**src/rtl/core_pkg.sv**
```systemverilog
// rtl/core_pkg.sv - shared RV32I core types and constants for the writeback stage
package core_pkg;

  localparam int XLEN  = 32;
  localparam int NREGS = 32;

  // Writeback result select encodings
  typedef enum logic [1:0] {
    RES_ALU  = 2'b00,
    RES_MEM  = 2'b01,
    RES_PC4  = 2'b10,
    RES_RSVD = 2'b11
  } result_src_t;

  typedef logic [4:0] reg_idx_t;

endpackage

```
**src/rtl/regfile_2r1w.sv**
```systemverilog
// rtl/regfile_2r1w.sv - integer register file, two combinational reads, one write, write-through bypass
module regfile_2r1w
  import core_pkg::*;
#(
  parameter int XLEN  = core_pkg::XLEN,
  parameter int NREGS = core_pkg::NREGS
) (
  input  logic            clk,
  input  logic            rst,
  input  logic            we,
  input  reg_idx_t        waddr,
  input  logic [XLEN-1:0] wdata,
  input  reg_idx_t        raddr1,
  input  reg_idx_t        raddr2,
  output logic [XLEN-1:0] rdata1,
  output logic [XLEN-1:0] rdata2,
  output logic            commit
);

  // Entry 0 is cleared on reset and never written, so it is a constant zero store.
  logic [XLEN-1:0] regs [NREGS];

  // A write is real only when it targets x1..x31 outside of reset.
  assign commit = we && (waddr != '0) && !rst;

  // Storage update: synchronous clear of every entry, otherwise commit the write.
  always_ff @(posedge clk) begin
    if (rst) begin
      for (int i = 0; i < NREGS; i++) begin
        regs[i] <= '0;
      end
    end else if (commit) begin
      regs[waddr] <= wdata;
    end
  end

  // Read ports: x0 is zero, a same-cycle commit to the read index bypasses storage.
  always_comb begin
    rdata1 = regs[raddr1];
    rdata2 = regs[raddr2];
    if (raddr1 == '0) begin
      rdata1 = '0;
    end else if (commit && (raddr1 == waddr)) begin
      rdata1 = wdata;
    end
    if (raddr2 == '0) begin
      rdata2 = '0;
    end else if (commit && (raddr2 == waddr)) begin
      rdata2 = wdata;
    end
  end

endmodule

```
**src/rtl/wb_regfile.sv**
```systemverilog
// rtl/wb_regfile.sv - writeback result select, register file commit and committed-write counter
module wb_regfile
  import core_pkg::*;
#(
  parameter int XLEN  = core_pkg::XLEN,
  parameter int NREGS = core_pkg::NREGS,
  parameter int CNT_W = 32
) (
  input  logic             clk,
  input  logic             rst,
  input  logic             RegWriteW,
  input  logic [1:0]       ResultSrcW,
  input  logic [XLEN-1:0]  AluResultW,
  input  logic [XLEN-1:0]  ReadDataW,
  input  logic [4:0]       RdW,
  input  logic [XLEN-1:0]  PCPlus4W,
  input  logic [4:0]       Rs1D,
  input  logic [4:0]       Rs2D,
  output logic [XLEN-1:0]  RD1D,
  output logic [XLEN-1:0]  RD2D,
  output logic [XLEN-1:0]  ResultW,
  output logic [CNT_W-1:0] WriteCount
);

  logic commit;

  // Result select; the reserved code yields zero so a bad decode is visible, not random.
  always_comb begin
    ResultW = '0;
    case (result_src_t'(ResultSrcW))
      RES_ALU:  ResultW = AluResultW;
      RES_MEM:  ResultW = ReadDataW;
      RES_PC4:  ResultW = PCPlus4W;
      default:  ResultW = '0;
    endcase
  end

  regfile_2r1w #(
    .XLEN  (XLEN),
    .NREGS (NREGS)
  ) u_regfile (
    .clk    (clk),
    .rst    (rst),
    .we     (RegWriteW),
    .waddr  (RdW),
    .wdata  (ResultW),
    .raddr1 (Rs1D),
    .raddr2 (Rs2D),
    .rdata1 (RD1D),
    .rdata2 (RD2D),
    .commit (commit)
  );

  // Committed-write counter, wraps freely.
  always_ff @(posedge clk) begin
    if (rst) begin
      WriteCount <= '0;
    end else if (commit) begin
      WriteCount <= WriteCount + 1'b1;
    end
  end

endmodule

```
**config.mk**
```make
export PLATFORM = sky130hd
export DESIGN_NAME = wb_regfile
export DESIGN_NICKNAME = d
export VERILOG_FILES = /design/src/rtl/core_pkg.sv /design/src/rtl/regfile_2r1w.sv /design/src/rtl/wb_regfile.sv
export SDC_FILE = /design/constraint.sdc
export NUM_CORES = 2
export LEC_CHECK = 0
export ABC_CLOCK_PERIOD_IN_PS = 3400
export CAP_MARGIN = 20
export CORE_MARGIN = 4
export CORE_UTILIZATION = 42
export DETAILED_ROUTE_END_ITERATION = 10
export SYNTH_ARGS = -nofsm -noshare
export SYNTH_HDL_FRONTEND = slang
export SYNTH_SLANG_ARGS = --single-unit
export TNS_END_PERCENT = 10
```
**constraint.sdc**
```tcl
create_clock -name clk -period 3.4 [get_ports clk]
set_clock_uncertainty 0.05 [all_clocks]
set_input_delay 0.51 -clock clk [delete_from_list [all_inputs] [get_ports clk]]
set_output_delay 0.51 -clock clk [all_outputs]
set_load 0.05 [all_outputs]
```
==> Word level (Yosys, flattened, before mapping) <==
Memory sizes are Yosys's and may differ from the RTL's.
Index checks and enable logic that the tools add are counted.
W data, S select, Z words.
{ "word_totals": {"register_bits": 32, "ram_bits": 1024, "inputBits": 116, "output_inout_bits": 128, "elab_cells": 30, "memories": 1} }
{ "op_classes": {"n_addsub": 1, "eq_ne": 4, "n_mux": 13, "reduce_logical": 10} }
{ "mem_list": {"columns": ["name", "words", "width", "read_ports", "rd_ports_with_merged_regs", "wr", "line", "source"], "rows": [
  ["u_regfile.regs", 32, 32, 2, 0, 32, "regfile_2r1w.sv:21", "logic [XLEN-1:0] regs [NREGS];"]
]} }
{ "ops": {"columns": ["operator", "count"], "rows": [
  ["$mux W32", 5],
  ["$pmux W32 S3", 1],
  ["$add A32 B1 Y32 const B", 1],
  ["$reduce_or A32 Y1", 1],
  ["$eq A5 B5 Y1", 2],
  ["$logic_not A5 Y1", 2],
  ["$mux W1", 6],
  ["$mux W5", 1],
  ["$reduce_bool A5 Y1", 1],
  ["$logic_and A1 B1 Y1", 4],
  ["$eq A2 B1 Y1 const B", 1],
  ["$eq A2 B2 Y1 const B", 1],
  ["$logic_not A2 Y1", 1],
  ["$logic_not A1 Y1", 1]
]} }

==> Depth between registers and ports, before layout <==
{ "logic_depth": {"ltp_word": 8, "ltp_mapped": 10, "depth_no_buf": 6} }

==> Cells and area by module <==
From an unflattened synthesis, not the netlist that was laid out.
{ "hier_totals": {"hier_cells": 4185, "hier_area_um2": 57881.8} }
{ "modules_own_cells": {"columns": ["module", "instances", "cells_per_inst", "area_each_um2", "seq_area_each_um2"], "rows": [
  ["regfile_2r1w", 1, 3893, 55639.6, 30749.5],
  ["wb_regfile", 1, 292, 2242.2, 640.6]
]} }

==> Least setup slack after synthesis <==
OpenSTA, ideal clock, no wires.
{ "synth_timing": {"kind": "input port to output port", "startpoint": "input ResultSrcW[0]", "endpoint": "output RD2D[11]", "arrival_ns": 3.059, "t_required_ns": 2.840, "setup_slack_ns": -0.219, "stages": 8, "path_buffers": 3, "cell_sequence": "clkbuf_1 -> nor2b_1 -> clkbuf_1 -> clkbuf_1 -> a21oi_1 -> inv_1 -> o221ai_1 -> nor3_1"} }
{ "synth_between": {"elab_chain_cells": 4, "elab_cells_between_ends": 6, "classes_between": "eq/ne: 2; mux: 3; reduce/logical: 1"} }
{ "synth_lines": {"columns": ["element", "line", "source"], "rows": [
  ["start, declared", "wb_regfile.sv:12", "input logic [1:0] ResultSrcW,"],
  ["$eq A2 B2 Y1 (tied with other cells)", "wb_regfile.sv:30", "case (result_src_t'(ResultSrcW))"],
  ["$pmux W32 S3 *", "wb_regfile.sv:30", null],
  ["net ResultW[11]", "wb_regfile.sv:21", "output logic [XLEN-1:0] ResultW,"],
  ["$mux W32 *", "regfile_2r1w.sv:48", "end else if (commit && (raddr2 == waddr)) begin"],
  ["$mux W32 *", "regfile_2r1w.sv:46", "if (raddr2 == '0) begin"],
  ["end, declared", "wb_regfile.sv:20", "output logic [XLEN-1:0] RD2D,"]
]} }
Mark *: on every way through the listed nets, which the timed path passes. The rest lies on a longest branch.

==> results.json <==
{
  "power.leakage_nw": 24.6,
  "die_h_microns": 372,
  "areaGrowthSynthToFinish_pct": 23.1,
  "critical_path_arrival_ns": 2.85,
  "grt_pass1_vias": 40800,
  "wirelength_microns": 212000,
  "setup_viol": 1,
  "holdBufCountCts": 0,
  "gp_congestion": 0.979,
  "slowest_stage": "mux4_2",
  "setup_ws_ns": -0.00940,
  "num_rows": 133,
  "hold_class": "input pin to flip-flop",
  "ant_nets": 0,
  "maxCapViolations": 0,
  "grt_usage_pct": 30.2,
  "yosys.area.top_type": "edfxtp_1",
  "cts_buffers": 114,
  "violations": "setup timing",
  "io-pin-count": 244,
  "ys_ff_latch": 1056,
  "nNetsFinal": 4743,
  "async_flop_share_pct": 0,
  "run_status": "finished, violations left",
  "cts-root-buf": "clkbuf_16",
  "stdcell_area_sq_um": 68600,
  "worstPathMaxFanout": 2,
  "yosysWarnings": 0,
  "post_synth_num_cell_types": 67,
  "synth-main-ff-cell": "edfxtp_1",
  "drive_gt1_share_pct": 29.4,
  "post-route-period-util_pct": 100,
  "drt-initial-drc-count": 5389,
  "slew_headroom_pct": 35.7,
  "vias_per_cell": 6.34,
  "slew_violations": 0,
  "hold_viol": 0,
  "rsz0062_at_grt": "yes",
  "syn_avg_cell_area_sq_um": 13.4,
  "clock_sinks": 1056,
  "crit_path_cell_trace": "mux4_2, mux2_4, a22oi_2, nand2_2, a21oi_4, a221oi_2, buf_4, buf_12",
  "path_clk_slew_ns": 0.06,
  "cts_tree": "built",
  "end_kind": "output pin",
  "fmax_ghz": 0.293,
  "required_ns": 2.84,
  "clk_path_buf_depth": 3,
  "cpPeakStageDelay_ns": 0.47,
  "coreArea_sq_um": 132000,
  "dieArea_sq_um": 139000,
  "fillCellCount": 11100,
  "wl_per_cell_microns": 32.7,
  "routed-via-count": 41100,
  "path_class": "flip-flop to output pin",
  "cp-start-kind": "flip-flop",
  "synthCells": 4169,
  "grt_pass1_wl_microns": 297000,
  "grt_max_degree": 75,
  "syn_area_sq_um": 55700,
  "drc": 0,
  "initial_core_util_pct": 42.3,
  "reg2reg_slack_ns": 1.31,
  "die_w_microns": 372,
  "worst_pin_slew_ns": 0.965,
  "synth_top_area_share_pct": 55.2,
  "fin_crit_ns": 3.41,
  "antenna_found_initial": 4,
  "fin_total_pwr_mw": 34.0,
  "grt.overflow.total": 0,
  "cts_htree_levels": 3,
  "max-vdd-ir-drop_uv": 458,
  "synth_edf_count": 1024,
  "dr.pass1.iters": 6,
  "totalNegativeSetupSlack_ns": -0.00940,
  "seq_area_frac_synth_pct": 56.3,
  "power_density_nw_per_um2": 496,
  "dp_hpwl_microns": 138000,
  "placed_cell_area_sq_um": 64500,
  "clock_latency_ns": 0.73,
  "io_buffers": 243,
  "ys_top_cells_by_area": "edfxtp_1 55%, mux4_2 16%, nor2_1 7.4%"
}
-- flip-flops by register name, indices dropped and copies added, names as in the netlist --
| signal | count |
|---|---|
| u_regfile.regs | 1024 |
| WriteCount | 32 |
-- worst max-delay path: cells and delay by family (launching register included) --
| kind | cells | cell delay [ns] |
|---|---|---|
| AOI/OAI and AO/OA | 3 | 0.49 |
| buffers and inverters | 2 | 0.35 |
| DFF | 1 | 0.39 |
| muxes | 2 | 0.79 |
| and+or+nand+nor | 1 | 0.09 |
-- layout by cell type (no fill, tap or decap), types with 34 or more instances in the layout --
cell type and count:
nor2_1 1092, edfxtp_1 1024, buf_4 421, mux4_2 403, mux2i_1 310, buf_12 173, clkdlybuf4s50_1 129, clkbuf_16 119
nand2_1 108, a221oi_1 65, nor3_1 48, o221ai_1 40, inv_1 37, nand2_2 34, mux2_2 34
-- cell families (layout without fill, tap and decap cells) --
group           count (synthesis)  after routing  share of synthesized area [%]
other cells                     1             33                        0.00673
mux                           748            748                           22.6
fa+ha+maj                       1              1                         0.0225
xor+xnor                       37             37                          0.582
compound gates                389            389                           5.65
buf+inv                       478           1000                           4.01
simple gates                 1459           1459                           10.8
flops                        1056           1056                           56.3
-- power by group --
part / internal, mW / switching [mW]
clock network: 7.08 / 5.33
registers: 15.0 / 0.345
logic: 2.67 / 3.64
total: 24.7 / 9.31
-- routing by layer --
| layer | up-vias | GRT usage [%] | share of wire [%] |
|---|---|---|---|
| li1 | 16700 | - | - |
| met2 | 2896 | 47.2 | 46 |
| met1 | 20900 | 39.7 | 36 |
| met5 | - | 0 | 0.015 |
| met4 | 4 | 15.0 | 6.0 |
| met3 | 527 | 6.95 | 12 |
-- through the flow --
stage               hold slack, ns  setup slack, ns  utilization, %  cells
finish                       0.189         -0.00940            52.1   6478
global route                 0.190          -0.0710            52.1   6477
CTS                          0.292          -0.0500            51.9   6466
detailed placement           0.441           -0.438            49.0   6254
global placement             0.434           -0.420            49.0   6254
floorplan                    0.620           -0.219               -   4200
-- synth_stat cells, drive strengths merged, types with 26 or more instances --
cell type,count
mux2i,310
inv,39
nor2b,35
o21ai,42
mux2,35
a22oi,27
a211oi,31
edfxtp,1024
nor3,62
nor2,1104
o221ai,51
a21oi,45
a221oi,70
a211o,26
nand2,142
nand2b,56
dfxtp,32
buf,135
clkbuf,304
mux4,403
a221o,28
-- timing repair --
item | CTS | global route
cloned | 0 | 1
pin swaps | 3 | 11
setup buffers | 0 | 10
setup endpoints to repair | 31 | 49
gates resized for setup | 18 | 51
-- final timing paths --
kind,startpoint,cells after the start,endpoint
setup reg to reg,WriteCount[4],6,WriteCount[18]
hold reg to reg,WriteCount[1],2,WriteCount[1]
setup / recovery,u_regfile.regs[20][30],8,RD1D[30]
hold / removal,RegWriteW,4,WriteCount[1]
-- area by class of cell --
class / count / area [sq um] / area share, %
Sequential cell: 1056 / 31400 / 45.8
Multi-Input combinational cell: 2666 / 22900 / 33.4
Timing Repair Buffer: 749 / 8260 / 12.0
Clock buffer: 141 / 3080 / 4.49
Tap cell: 1755 / 2200 / 3.20
Clock inverter: 71 / 607 / 0.884
Inverter: 39 / 146 / 0.213
Antenna cell: 1 / 2.50 / 0.00365
No activity file was read; power rests on OpenSTA's default activity.
